### src/rtl/spi_byte_engine.sv
// ============================================================================
// spi_byte_engine
// ----------------------------------------------------------------------------
// Byte-level SPI mode-0 transceiver placed directly after the SPI clock
// divider. It takes a byte over a valid/ready handshake, drops chip-select,
// starts the divider, shifts MOSI on slow-clock falls and samples MISO on
// slow-clock rises. The received byte comes back with a one-cycle pulse.
// This block is the only driver of the divider's configuration and start.
//
// Build option:
//   SPI_ENGINE_LSB_FIRST_EN  defined   -> bit 0 is sent first; received bits
//                                         fill from bit 7 downward.
//                            undefined -> MSB first; received bits enter at
//                                         bit 0 (default).
//
// Ports:
//   i_clk          system clock (same as the divider)
//   i_rst_n        synchronous active-low reset
//   i_tx_data      byte to transmit
//   i_tx_valid     transmit request
//   o_tx_ready     engine can accept a byte
//   o_rx_data      last received byte, held until the next completion
//   o_rx_valid     one-cycle pulse marking new o_rx_data
//   i_cdiv         slow-clock divisor D (even, 0 means 2)
//   i_cdiv_load    request to program D into the divider
//   o_div_config   divider config bus {D, load}
//   o_div_start_n  divider start, active-low
//   i_div_idle     divider idle flag
//   i_sclk         divider slow clock (idles low)
//   o_sclk         SPI SCK pin, gated by chip-select
//   o_mosi         SPI data out
//   i_miso         SPI data in
//   o_cs_n         SPI chip-select, active-low
// ============================================================================
module spi_byte_engine (
    input  logic       i_clk,
    input  logic       i_rst_n,
    input  logic [7:0] i_tx_data,
    input  logic       i_tx_valid,
    output logic       o_tx_ready,
    output logic [7:0] o_rx_data,
    output logic       o_rx_valid,
    input  logic [7:0] i_cdiv,
    input  logic       i_cdiv_load,
    output logic [8:0] o_div_config,
    output logic       o_div_start_n,
    input  logic       i_div_idle,
    input  logic       i_sclk,
    output logic       o_sclk,
    output logic       o_mosi,
    input  logic       i_miso,
    output logic       o_cs_n
);

    typedef enum logic [2:0] {
        ST_RESET,
        ST_IDLE,
        ST_CFG,
        ST_CFG_WAIT,
        ST_START,
        ST_SHIFT,
        ST_DONE
    } state_t;

    state_t      r_state;
    logic [7:0]  r_tx_shift;
    logic [7:0]  r_rx_shift;
    logic [3:0]  r_edge_cnt;
    logic        r_sclk_q;
    logic        r_cs_n;
    logic        r_mosi;
    logic        r_div_start_n;
    logic [8:0]  r_div_config;
    logic [7:0]  r_rx_data;
    logic        r_rx_valid;

    logic        w_in_shift;
    logic        w_rise;
    logic        w_fall;
    logic        w_tx_ready;
    logic        w_tx_first_bit;
    logic [7:0]  w_tx_rotated;
    logic        w_tx_next_bit;
    logic [7:0]  w_rx_shifted;

    // The TX register rotates rather than shifts so the bit to present next
    // always sits at the outgoing end of the rotated value.
`ifdef SPI_ENGINE_LSB_FIRST_EN
    assign w_tx_first_bit = i_tx_data[0];
    assign w_tx_rotated   = {r_tx_shift[0], r_tx_shift[7:1]};
    assign w_tx_next_bit  = w_tx_rotated[0];
    assign w_rx_shifted   = {i_miso, r_rx_shift[7:1]};
`else
    assign w_tx_first_bit = i_tx_data[7];
    assign w_tx_rotated   = {r_tx_shift[6:0], r_tx_shift[7]};
    assign w_tx_next_bit  = w_tx_rotated[7];
    assign w_rx_shifted   = {r_rx_shift[6:0], i_miso};
`endif

    assign w_in_shift = (r_state == ST_SHIFT);
    assign w_rise     = w_in_shift &  i_sclk & ~r_sclk_q;
    assign w_fall     = w_in_shift & ~i_sclk &  r_sclk_q;

    // Ready only while the divider is idle; a pending config request wins
    // over a transmit in the same cycle.
    assign w_tx_ready = i_rst_n & (r_state == ST_IDLE) & i_div_idle & ~i_cdiv_load;

    always_ff @(posedge i_clk) begin
        if (!i_rst_n) begin
            r_state       <= ST_RESET;
            r_tx_shift    <= 8'h00;
            r_rx_shift    <= 8'h00;
            r_edge_cnt    <= 4'd0;
            r_sclk_q      <= 1'b0;
            r_cs_n        <= 1'b1;
            r_mosi        <= 1'b0;
            r_div_start_n <= 1'b1;
            r_div_config  <= 9'd0;
            r_rx_data     <= 8'h00;
            r_rx_valid    <= 1'b0;
        end else begin
            // Single-cycle pulses fall back to their inactive values.
            r_div_start_n <= 1'b1;
            r_div_config  <= 9'd0;
            r_rx_valid    <= 1'b0;
            // Edge history is only meaningful inside SHIFT; clearing it
            // elsewhere keeps a stale high level from looking like a fall.
            r_sclk_q      <= w_in_shift ? i_sclk : 1'b0;

            case (r_state)
                ST_RESET: begin
                    r_state <= ST_IDLE;
                end

                ST_IDLE: begin
                    if (i_cdiv_load && i_div_idle) begin
                        r_div_config <= {i_cdiv, 1'b1};
                        r_state      <= ST_CFG;
                    end else if (i_tx_valid && w_tx_ready) begin
                        r_tx_shift    <= i_tx_data;
                        r_rx_shift    <= 8'h00;
                        r_edge_cnt    <= 4'd0;
                        r_cs_n        <= 1'b0;
                        r_mosi        <= w_tx_first_bit;
                        r_div_start_n <= 1'b0;
                        r_state       <= ST_START;
                    end
                end

                ST_CFG: begin
                    r_state <= ST_CFG_WAIT;
                end

                ST_CFG_WAIT: begin
                    if (i_div_idle) begin
                        r_state <= ST_IDLE;
                    end
                end

                ST_START: begin
                    r_state <= ST_SHIFT;
                end

                ST_SHIFT: begin
                    if (w_rise) begin
                        r_rx_shift <= w_rx_shifted;
                    end
                    if (w_fall) begin
                        r_edge_cnt <= r_edge_cnt + 4'd1;
                        if (r_edge_cnt == 4'd7) begin
                            // Last fall: all eight bits were sampled on the
                            // preceding rises; MOSI is left on the last bit.
                            r_rx_data  <= r_rx_shift;
                            r_rx_valid <= 1'b1;
                            r_state    <= ST_DONE;
                        end else begin
                            r_tx_shift <= w_tx_rotated;
                            r_mosi     <= w_tx_next_bit;
                        end
                    end
                end

                ST_DONE: begin
                    r_cs_n  <= 1'b1;
                    r_mosi  <= 1'b0;
                    r_state <= ST_IDLE;
                end

                default: begin
                    r_state <= ST_RESET;
                end
            endcase
        end
    end

    assign o_tx_ready    = w_tx_ready;
    assign o_rx_data     = r_rx_data;
    assign o_rx_valid    = r_rx_valid;
    assign o_div_config  = r_div_config;
    assign o_div_start_n = r_div_start_n;
    assign o_sclk        = i_sclk & ~r_cs_n;
    assign o_mosi        = r_mosi;
    assign o_cs_n        = r_cs_n;

endmodule
### config.mk
export PLATFORM = sky130hd
export DESIGN_NAME = spi_byte_engine
export DESIGN_NICKNAME = d
export VERILOG_FILES = /design/src/rtl/spi_byte_engine.sv
export SDC_FILE = /design/constraint.sdc
export NUM_CORES = 1
export LEC_CHECK = 0
export ABC_CLOCK_PERIOD_IN_PS = 4300
export BUFFER_PORTS_ARGS = -buffer_cell sky130_fd_sc_hd__buf_2
export CORE_ASPECT_RATIO = 1.5
export CORE_MARGIN = 3
export CORE_UTILIZATION = 55
export CTS_BUF_LIST = sky130_fd_sc_hd__clkbuf_8 sky130_fd_sc_hd__clkbuf_16
export CTS_CLUSTER_DIAMETER = 80
export DETAILED_ROUTE_END_ITERATION = 10
export HOLD_SLACK_MARGIN = 0.05
export PLACE_DENSITY = 0.83
export SLEW_MARGIN = 20
export SYNTH_ARGS = -nofsm -noshare
export SYNTH_HDL_FRONTEND = slang
export SYNTH_SLANG_ARGS = --single-unit
### constraint.sdc
create_clock -name i_clk -period 4.3 [get_ports i_clk]
set_clock_uncertainty 0.15 [all_clocks]
set_input_delay 0 -clock i_clk [delete_from_list [all_inputs] [get_ports i_clk]]
set_output_delay 0 -clock i_clk [all_outputs]
set_load 0.01 [all_outputs]
==> metrics.md, run 1 <==
| Metric | Value |
|---|---|
| First-pass GRT wire length | 6300 um |
| Via count | 1554 |
| DR WL/cell | 13.9 um |
| Tmin final | 2.43 ns |
| Max_slew headroom | 37.6% |
| Unrepaired setup endpoints after global routing | no |
| Pleak | 1.02 nW |
| CTS Sinks | 45 |
| Area growth from synthesis to layout | 29.9% |
| ANT cells | 0 |
| DRC errors left | 0 |
| YS warnings | 0 |
| CTS tree | yes |
| Cell row count | 24 |
| Fmax | 411 MHz |
| Synth unique cells | 33 |
| Total Wirelength | 3920 um |
| Drt first pass iters | 4 |
| DR vias/cell | 5.51 |
| Longest Clk Path Bufs | 2 |
| TNS Setup | 0 ns |
| Most frequent cells in the layout | buf_2, dfxtp_1, dlygate4sd3_1 |
| Die Y | 75.1 um |
| Pwr/cell area | 320 nW/um^2 |
| Pin count of the biggest net entering global routing | 25 |
| GR Util All Layers | 21.7% |
| Final Hold Viols | 0 |
| GRT overflow | 0 |
| Crit. End Element | flop |
| Hold_ws | 0.303 ns |
| HPWL Detailed | 2680 um |
| Clock Root Buffer | clkbuf_8 |
| Syn Inst Count | 178 |
| H-tree depth | 2 |
| Initial core utilization | 58.9% |
| Worst-Margin Slew | 0.935 ns |
| CP Launch Type | flop |
| Layout cells sized above 1 | 21.8% |
| Max-cap violations | 0 |
| Critical-path maximum fanout | 24 |
| WP data required | 4.29 ns |
| Status | finished clean |
| Post-DRT Antenna Nets | 0 |
| Number of port buffers | 45 |
| Setup Crit Path Kind | flop to flop |
| Die Footprint | 3910 sq um |
| Nets | 266 |
| Worst Hold Class | input port to flop |
| Vias in the first global route | 1507 |
| Final setup fails | 0 |
| Synth Register Bits | 45 |
| Fin crit share | 56.6% |
| Syn Area/Cell | 9.84 sq um |
| Worst Path Arrival | 2.42 ns |
| Fill count | 192 |
| Routability cong. | 0.821 |
| PostCTS Resize Cnt | 0 |
| Synthesized net count | 202 |
| Clk pin slew, worst setup/hold paths | 0.07 ns |
| Core area | 2970 sq um |
| Initial antenna violation count | 0 |
| Num CTS Buffers | 5 |
| Initial drt markers | 52 |
| Syn Std Cell Area | 1750 sq um |
| Register area share after synthesis | 51.4% |
| Peak VDD IR | 0.373 mV |
| Horiz. Die Dim | 52.1 um |
| Worst-skew pair later-pin latency | 0.29 ns |
| I/O pins | 46 |
| Final Max Slew Viols | 0 |
[critical path, stage by stage, from the launching register on]
cell and delay [ns]:
dfxtp_1 0.94, nand3b_1 0.30, o22ai_2 0.38, and2_1 0.37, a211oi_1 0.14
[cell type report]
cell class,count,area [sq um],share of cell area [%]
sequential,45,901,39.6
multi-input combinational,119,785,34.5
timing repair buffer,67,445,19.6
clock buffer,5,68.8,3.03
tap,39,48.8,2.15
inverter,4,15.0,0.660
clock inverter,3,11.3,0.495
[stage by stage]
stage / worst slack, ns / instance area (sq um) / util (%) / power (mW) / instances
after floorplan: 2.70 / 1750 / - / 0.469 / 178
after global placement: 2.03 / 1970 / 66.4 / 0.488 / 252
after detailed placement: 1.93 / 1970 / 66.4 / 0.491 / 252
after CTS: 1.91 / 2270 / 76.5 / 0.740 / 282
after global routing: 1.66 / 2270 / 76.5 / 0.760 / 282
final: 1.87 / 2270 / 76.5 / 0.727 / 282
[report_power, final]
part           switching (mW)  total (mW)  internal, mW
clock network           0.121       0.230         0.108
registers             0.00754       0.430         0.423
logic                  0.0320      0.0675        0.0355
total                   0.161       0.727         0.566
[final timing paths]
check | endpoint | startpoint | cells after the start | slack (ns)
hold reg to reg | r_rx_shift[7] | r_rx_shift[7] | 1 | 0.34
setup / recovery | r_tx_shift[5] | r_state[2] | 4 | 1.87
setup reg to reg | r_tx_shift[5] | r_state[2] | 4 | 1.87
hold / removal | o_div_config[7] | i_cdiv[6] | 3 | 0.30
[Yosys cell counts]
cell       n  area share [%]
dfxtp_1   45              51
mux2i_1   15             8.6
nor2_1    15             3.2
a21oi_1   13             3.7
and2_1     9             3.2
a211oi_1   8             3.4
a22o_1     8             4.0
o21ai_0    8             2.3
nand2_1    7             1.5
a31oi_1    5             1.8
buf_2      4             1.1
clkbuf_1   4            0.86
inv_1      4            0.86
and3b_1    3             1.5
nand2b_1   3             1.1
nand3b_1   3             1.3
nor3_1     3            0.86
and3_1     2            0.71
nand3_1    2            0.57
nand4_1    2            0.71
nor2b_1    2            0.71
o21a_1     2            0.86
a21o_1     1            0.43
a311oi_1   1            0.50
buf_6      1            0.64
clkbuf_2   1            0.29
ha_1       1            0.71
mux2_2     1            0.64
nand3b_2   1            0.64
nor4_1     1            0.36
o22ai_2    1            0.71
or2b_1     1            0.43
or3_1      1            0.36
[sequential cells by signal (all words and copies together), names as in the netlist]
register,flops
o_rx_valid,1
r_state,3
r_rx_shift,8
o_cs_n,1
o_mosi,1
r_edge_cnt,4
o_div_config,9
o_rx_data,8
o_div_start_n,1
r_sclk_q,1
r_tx_shift,8
[layer usage]
metal,vias to the layer above,wire (um),GRT usage (%)
met4,0,77,13.1
met1,720,1650,23.4
li1,765,-,-
met5,-,0,0
met2,63,1920,38.3
met3,6,267,4.55
[logic make-up (layout without fill, tap and decap cells)]
| kind of cell | Yosys count | count (layout) | synth area share, % |
|---|---|---|---|
| flops | 45 | 45 | 51.4 |
| simple gates | 55 | 55 | 17.1 |
| buf+inv | 14 | 79 | 3.78 |
| fa+ha+maj | 1 | 1 | 0.714 |
| mux | 16 | 16 | 9.21 |
| compound gates | 47 | 47 | 17.7 |
[what timing repair did]
item | 4_1_cts | 5_1_grt
hold buffers | 22 | 0
buffers inserted | 0 | 0
endpoints found under the hold margin | 27 | 0
No activity file was read; power rests on OpenSTA's default activity.
==> run 2: changes to the inputs <==
- ABC_CLOCK_PERIOD_IN_PS: 4300 -> 2200
- CORE_UTILIZATION: 55 -> 46
- PLACE_DENSITY: 0.83 -> 0.74
- clock period: 4.3 -> 2.2 ns (I/O delays scaled with it)
==> run 2 against run 1 <==
  * Clock power grew to 2.6 times the previous value
  * Critical endpoint is now r_state[0]
  * Combinational power grew 110%
  * Power grew 120%
  * Sequential share of layout area shrank 1.1 points
  * Cell count grew 2.5%
  * Die area grew 18%
  * Critical path type unchanged
  * Utilization shrank 11 points
  * Setup slack lost 1.5 ns
  * Clock-buffer cell count is the same
  * Wire length shrank 0.15%
  * Maximum frequency grew 32%
  * Largest power group unchanged
  * First-iteration DRC count shrank 37%
==> metrics.md, run 2 (same netlist as run 1, synthesis figures left out) <==
| Metric | Value |
|---|---|
| Status | finished clean |
| Number of port buffers | 45 (unchanged) |
| Switch Pwr | 348 uW (+120%) |
| DR WL met3 | 143 um (-46%) |
| Longest Clk Path Bufs | 2 (unchanged) |
| Initial antenna violation count | 0 (unchanged) |
| Final Hold Viols | 0 (unchanged) |
| ANT cells | 0 (unchanged) |
| Fin crit share | 83.9% (+27 points) |
| Via count | 1515 (-2.5%) |
| Num CTS Buffers | 5 (unchanged) |
| Critical-path maximum fanout | 10 (-58%) |
| Placed insts | 259 (+2.8%) |
| Cell Chain, Critical Path | ha_1 -> nand3b_1 -> or3_1 -> a31oi_1 -> a21oi_1 |
| PostCTS Resize Cnt | 0 (unchanged) |
| Worst reg2reg path depth | 5 (+1) |
| Final setup fails | 0 (unchanged) |
| WL met2 | 2000 um (+4.3%) |
| Horiz. Die Dim | 56.4 um (+8.3%) |
| Clk pin slew, worst setup/hold paths | 0.08 ns (about the same) |
| Largest register FFs | 9 (unchanged) |
| Sw frac | 22.0% (-0.16 points) |
| Worst-Margin Slew | 0.635 ns (-0.300 ns) |
| Clk pwr share | 38.3% (+6.7 points) |
| Worst Path Arrival | 1.85 ns (-0.57 ns) |
| Initial core utilization | 49.4% (-9.5 points) |
| DRC errors left | 0 (unchanged) |
| First-pass GRT wire length | 6330 um (+0.44%) |
| Fin cells | 289 (+2.5%) |
| Vias in the first global route | 1387 (-8.0%) |
| Max-cap violations | 0 (unchanged) |
| WL met1 | 1730 um (+4.8%) |
| Nets | 270 (+1.5%) |
| Total Power | 1.58 mW (+120%) |
| Slowest library cell on the worst path | or3_1 |
| GRT overflow | 0 (unchanged) |
| Die Y | 81.6 um (+8.6%) |
| Worst Hold Class | input port to flop |
| Unrepaired setup endpoints after global routing | no |
| Hold_ws | 0.293 ns (-0.00997 ns) |
| Tmin final | 1.85 ns (-0.588 ns) |
| Cell row count | 26 (+8.3%) |
| CTS tree | yes |
| Crit. End Element | flop |
| Die Footprint | 4600 sq um (+18%) |
| DR vias/cell | 5.24 (-4.9%) |
| H-tree depth | 2 (unchanged) |
| Pwr/cell area | 677 nW/um^2 (+110%) |
| CTS Sinks | 45 (unchanged) |
| R2r startpoint | r_edge_cnt[0] |
| FF/Latch Area | 901 sq um (unchanged) |
| CP top delay family | simple AND/OR/NAND/NOR gates |
| Clock Root Buffer | clkbuf_8 |
| I/O pins | 46 (unchanged) |
| WP data required | 2.21 ns (-2.08 ns) |
| HPWL Detailed | 2620 um (-2.1%) |
| Worst-skew pair later-pin latency | 0.30 ns (about the same) |
| Worst hold stages | 3 (unchanged) |
| Drt first pass iters | 4 (unchanged) |
| Most frequent cells in the layout | buf_2, dfxtp_1, dlygate4sd3_1 |
| CP Launch Type | flop |
| Area growth from synthesis to layout | 33.6% |
| Hold buffers post-CTS | 22 (unchanged) |
| Layout cells sized above 1 | 23.9% (+2.1 points) |
| P_int | 1.24 mW (+120%) |
| Pleak | 1.05 nW (+2.8%) |
| Total Wirelength | 3910 um (-0.15%) |
| Flop pwr share | 52.8% (-6.4 points) |
| Routability cong. | 0.785 (-4.5%) |
| Combinational share of power | 8.9% (-0.4 points) |
| Core area | 3550 sq um (+19%) |
| Max_slew headroom | 57.6% (+20 points) |
| CP startpoint | r_edge_cnt[0] |
| Uppermost routed layer | met4 |
| Initial drt markers | 33 (-37%) |
| GR Util All Layers | 17.4% (-4.3 points) |
| Peak VDD IR | 0.637 mV (+71%) |
| Post-DRT Antenna Nets | 0 (unchanged) |
| HP Start | i_cdiv[5] |
| Worst path bufs/invs | 0 (unchanged) |
| Pin count of the biggest net entering global routing | 21 (-16%) |
| CP peak stage delay | 0.55 ns (-0.39 ns) |
| Multi-input logic area | 785 sq um (unchanged) |
| Setup repair bufs after CTS | 0 (unchanged) |
| TNS Setup | 0 ns (unchanged) |
| Setup Crit Path Kind | flop to flop |
| Crit path depth | 5 (+1) |
| DR WL/cell | 13.5 um (-2.6%) |
| Fill count | 287 (+49%) |
| Final Max Slew Viols | 0 (unchanged) |
| Fmax | 541 MHz (+32%) |
-- run 2: cell types whose count changed in the layout (fill, tap and decap cells not counted), sizes merged --
cell    change
clkinv      +1
buf         +4
bufinv      +1
inv         -2
-- run 2: routing by layer --
| layer | vias to the layer above | GRT usage (%) |
|---|---|---|
| li1 | 770 | - |
| met1 | 708 | 21.4 |
| met2 | 31 | 30.6 |
| met3 | 6 | 3.77 |
| met4 | 0 | 4.99 |
| met5 | - | 0 |
-- run 2: through the flow --
step	cell area, sq um	setup slack, ns	util (%)
6_report	2340	0.353	66.0
5_1_grt	2340	0.226	66.0
4_1_cts	2340	0.366	66.0
3_5_place_dp	2010	0.366	56.6
3_3_place_gp	2010	0.401	56.6
2_1_floorplan	1750	0.600	-
-- run 2: path summary, 6_finish.rpt --
| path | endpoint | slack [ns] |
|---|---|---|
| setup / recovery | r_state[0] | 0.35 |
| hold reg to reg | r_tx_shift[7] | 0.33 |
| setup reg to reg | r_state[0] | 0.35 |
| hold / removal | o_div_config[6] | 0.29 |
-- run 2: layout make-up --
cell class | count | area share, %
Tap cell | 42 | 2.25
Timing Repair Buffer | 71 | 20.3
Multi-Input combinational cell | 119 | 33.5
Clock inverter | 3 | 1.82
Sequential cell | 45 | 38.5
Clock buffer | 5 | 2.94
Inverter | 4 | 0.642
-- run 2: power by group through the flow --
stage	clock network [mW]	registers, mW	logic [mW]
CTS	0.622	0.835	0.141
global route	0.641	0.837	0.155
global placement	0	0.854	0.110
floorplan	0	0.856	0.0614
finish	0.606	0.836	0.141
detailed placement	0	0.855	0.110
-- run 2: worst register-to-register path, delay by kind of cell, from the launching register on --
kind / cells / cell delay (ns)
adders and majority gates: 1 / 0.21
AOI/OAI and AO/OA: 2 / 0.33
and+or+nand+nor: 2 / 0.66
DFF: 1 / 0.37
==> run 3: changes to the inputs <==
- ABC_AREA: default -> 1
- ABC_CLOCK_PERIOD_IN_PS: 2200 -> 1500
- CORE_UTILIZATION: 46 -> 48
- PLACE_DENSITY: 0.74 -> 0.75
- clock period: 2.2 -> 1.5 ns (I/O delays scaled with it)
==> run 3 against run 2 <==
  * The flow now finishes with violations (negative setup slack)
  * Combinational power grew to 5.4 times the previous value
  * Non-clock buffer count up 15
  * Maximum frequency grew 22%
  * Hold slack worse by 0.26 ns
  * Cell count is 44% higher
  * Global-route usage is 3.8 points higher
  * Clock-buffer cell count grew 1
  * Area after synthesis increased by 15%
  * Critical path type unchanged
  * Largest cell class is now multi-input gates
==> metrics.md, run 3 <==
| Metric | Value |
|---|---|
| Most frequent cells in the layout | nand2_1, inv_1, buf_2 |
| Synthesized net count | 309 (+53%) |
| Setup Crit Path Kind | flop to flop |
| CP startpoint | r_edge_cnt[0] |
| Setup ws final | -0.0153 ns (-0.369 ns) |
| Initial core utilization | 50.6% (+1.2 points) |
| Core area | 3990 sq um (+13%) |
| Ys async rst share | 0% (unchanged) |
| R2r startpoint | r_edge_cnt[0] |
| CTS Sinks | 45 (unchanged) |
| Fin crit share | 101% (+17 points) |
| GR Util All Layers | 21.2% (+3.8 points) |
| Crit. End Element | flop |
| Max_slew headroom | 73.6% (+16 points) |
| Cell row count | 28 (+7.7%) |
| Area growth from synthesis to layout | 43.1% |
| Most common cell after layout, fill and taps aside | nand2_1 |
| Pin count of the biggest net entering global routing | 29 (+38%) |
| Worst reg2reg path depth | 8 (+3) |
| GRT overflow | 0 (unchanged) |
| Final Hold Viols | 0 (unchanged) |
| Commonest cells post-synth | nand2_1, inv_1, dfxtp_1, nor2_1, a21oi_1 |
| Worst-skew pair later-pin latency | 0.30 ns (about the same) |
| Syn Std Cell Area | 2020 sq um (+15%) |
| Placed cell areas | 2350 sq um (+17%) |
| Status | finished, violations left |
| HPWL Detailed | 3120 um (+19%) |
| Die Footprint | 5040 sq um (+9.5%) |
| Synth Register Bits | 45 (unchanged) |
| Horiz. Die Dim | 59.0 um (+4.6%) |
| Fill count | 319 (+11%) |
| DR WL/cell | 12.6 um (-7.1%) |
| Peak VDD IR | 0.817 mV (+28%) |
| TNS Setup | -0.0345 ns (-0.0345 ns) |
| Number of port buffers | 45 (unchanged) |
| Drt first pass iters | 4 (unchanged) |
| Clock Root Buffer | clkbuf_8 |
| Final Max Slew Viols | 0 (unchanged) |
| Routability cong. | 0.841 (+7.3%) |
| Ranking of synthesized cells by area | dfxtp_1, nand2_1, inv_1 |
| Vias in the first global route | 1950 (+41%) |
| Top-area cell type share of the netlist area | 44.6% (-6.8 points) |
| Longest Clk Path Bufs | 2 (unchanged) |
| Largest register FFs | 9 (unchanged) |
| Final setup fails | 4 (+4) |
| Worst Hold Class | input port to flop |
| Register area share after synthesis | 44.6% (-6.8 points) |
| Synth unique cells | 25 (-24%) |
| Crit path to | r_tx_shift[7] |
| Initial drt markers | 87 (+160%) |
| Nets | 395 (+46%) |
| CP peak stage delay | 0.37 ns (-0.18 ns) |
| Layout cells sized above 1 | 30.6% (+6.8 points) |
| Total Power | 3.09 mW (+95%) |
| Reg2reg setup slack | -0.02 ns (-0.37 ns) |
| Syn Area/Cell | 7.09 sq um (-28%) |
| Unrepaired setup endpoints after global routing | yes |
| DR vias/cell | 4.98 (-5.0%) |
| Fin cells | 417 (+44%) |
| Failing checks | negative setup slack |
| Post-DRT Antenna Nets | 0 (unchanged) |
| Clk pin slew, worst setup/hold paths | 0.08 ns (about the same) |
| First-pass GRT wire length | 8340 um (+32%) |
| Cell Chain, Critical Path | ha_4 -> nand2_2 -> nor2_4 -> nand2_2 -> nand3_4 -> nand2_1 -> nand2_1 -> nor2_1 |
| Hold buffers post-CTS | 22 (unchanged) |
| Count leader, synth | nand2_1 |
| WP data required | 1.55 ns (-0.66 ns) |
| Initial antenna violation count | 0 (unchanged) |
| Hold_ws | 0.0350 ns (-0.258 ns) |
| EDFF count, synth | 0 (unchanged) |
| Pleak | 1.42 nW (+35%) |
| YS warnings | 0 (unchanged) |
| CP Launch Type | flop |
| Slowest library cell on the worst path | dfxtp_2 |
| Fmax | 660 MHz (+22%) |
| Via count | 2076 (+37%) |
| Pwr/cell area | 1070 nW/um^2 (+58%) |
| Placed insts | 380 (+47%) |
| Tmin final | 1.52 ns (-0.331 ns) |
| Syn Inst Count | 285 (+60%) |
| Max-cap violations | 0 (unchanged) |
| Critical R2R Capture | r_tx_shift[7] |
| I/O pins | 46 (unchanged) |
| Worst Path Arrival | 1.56 ns (-0.29 ns) |
| Worst-Margin Slew | 0.393 ns (-0.242 ns) |
| ANT cells | 0 (unchanged) |
| Die Y | 85.4 um (+4.7%) |
| Total Wirelength | 5250 um (+34%) |
| DRC errors left | 0 (unchanged) |
| H-tree depth | 2 (unchanged) |
| Area leader, netlist | dfxtp_1 |
| Critical-path maximum fanout | 8 (-2) |
| CTS tree | yes |
| Final Cell Area | 2890 sq um (+24%) |
| Num CTS Buffers | 5 (unchanged) |
| Top FF cell, synth | dfxtp_1 |
run 3: cell count changes after synthesis, sizes merged, moves of 4 or more:
| cell | before | now |
|---|---|---|
| nand3b | 4 | 0 |
| nand2 | 7 | 63 |
| and2 | 9 | 0 |
| a31oi | 5 | 0 |
| o21ai | 8 | 23 |
| nand3 | 2 | 12 |
| mux2i | 15 | 0 |
| a21oi | 13 | 24 |
| a211oi | 8 | 0 |
| nor2 | 15 | 47 |
| inv | 4 | 50 |
| a22o | 8 | 0 |
run 3: layout make-up:
cell class	count	area [sq um]	area share, %
clock buffers	6	82.6	2.86
multi-input cells	182	995	34.4
clock inverters	2	37.5	1.30
well taps	45	56.3	1.95
inverters	51	194	6.71
flip-flops and latches	45	916	31.7
repair buffers	86	609	21.1
run 3: what timing repair did:
item	in CTS	in global routing
endpoints found under the hold margin	31	1
setup endpoints to repair	23	42
buffers inserted	2	3
resized for setup	15	30
gates cloned	1	2
pin swaps	3	5
run 3: kinds of logic (layout without fill, tap and decap cells):
| family | count (synthesis) | in the layout | share of synthesized area (%) |
|---|---|---|---|
| fa+ha+maj | 1 | 1 | 0.619 |
| xor+xnor | 1 | 1 | 0.434 |
| simple gates | 130 | 133 | 28.9 |
| buf+inv | 61 | 145 | 13.0 |
| flops | 45 | 45 | 44.6 |
| compound gates | 47 | 47 | 12.4 |
run 3: per-stage QoR:
stage / setup slack, ns / util [%]
floorplan: 0.0325 / -
global placement: 0.0104 / 58.8
detailed placement: -0.0470 / 58.8
CTS: 0.00275 / 69.2
global route: -0.106 / 72.4
finish: -0.0153 / 72.4
run 3: report_power, final:
part,total [mW],switching [mW],internal (mW),leakage [nW]
clock,0.947,0.406,0.541,0.0574
combinational,0.767,0.456,0.311,0.995
sequential,1.37,0.0709,1.30,0.370
run 3: worst min path at each step:
stage | startpoint | depth (start not counted) | endpoint
3_5_place_dp | i_cdiv[7] | 3 | o_div_config[8]
2_1_floorplan | i_cdiv[0] | 2 | o_div_config[1]
5_1_grt | i_sclk | 4 | o_rx_valid
3_3_place_gp | i_cdiv[1] | 3 | o_div_config[2]
4_1_cts | i_sclk | 4 | o_rx_valid
6_report | i_sclk | 4 | o_rx_valid
run 3: per-layer routing:
layer  track usage (%)  wire length (um)  vias up
met5                 0                 0        -
li1                  -                 -     1056
met1              21.7              1930      943
met2              40.2              2990       61
met4              8.04               148        0
met3              4.26               177       16
run 3: critical path, delay by kind of cell, from the launching register on:
family	cells	cell delay, ns
simple gates	7	0.76
flops	1	0.37
fa+ha+maj	1	0.14
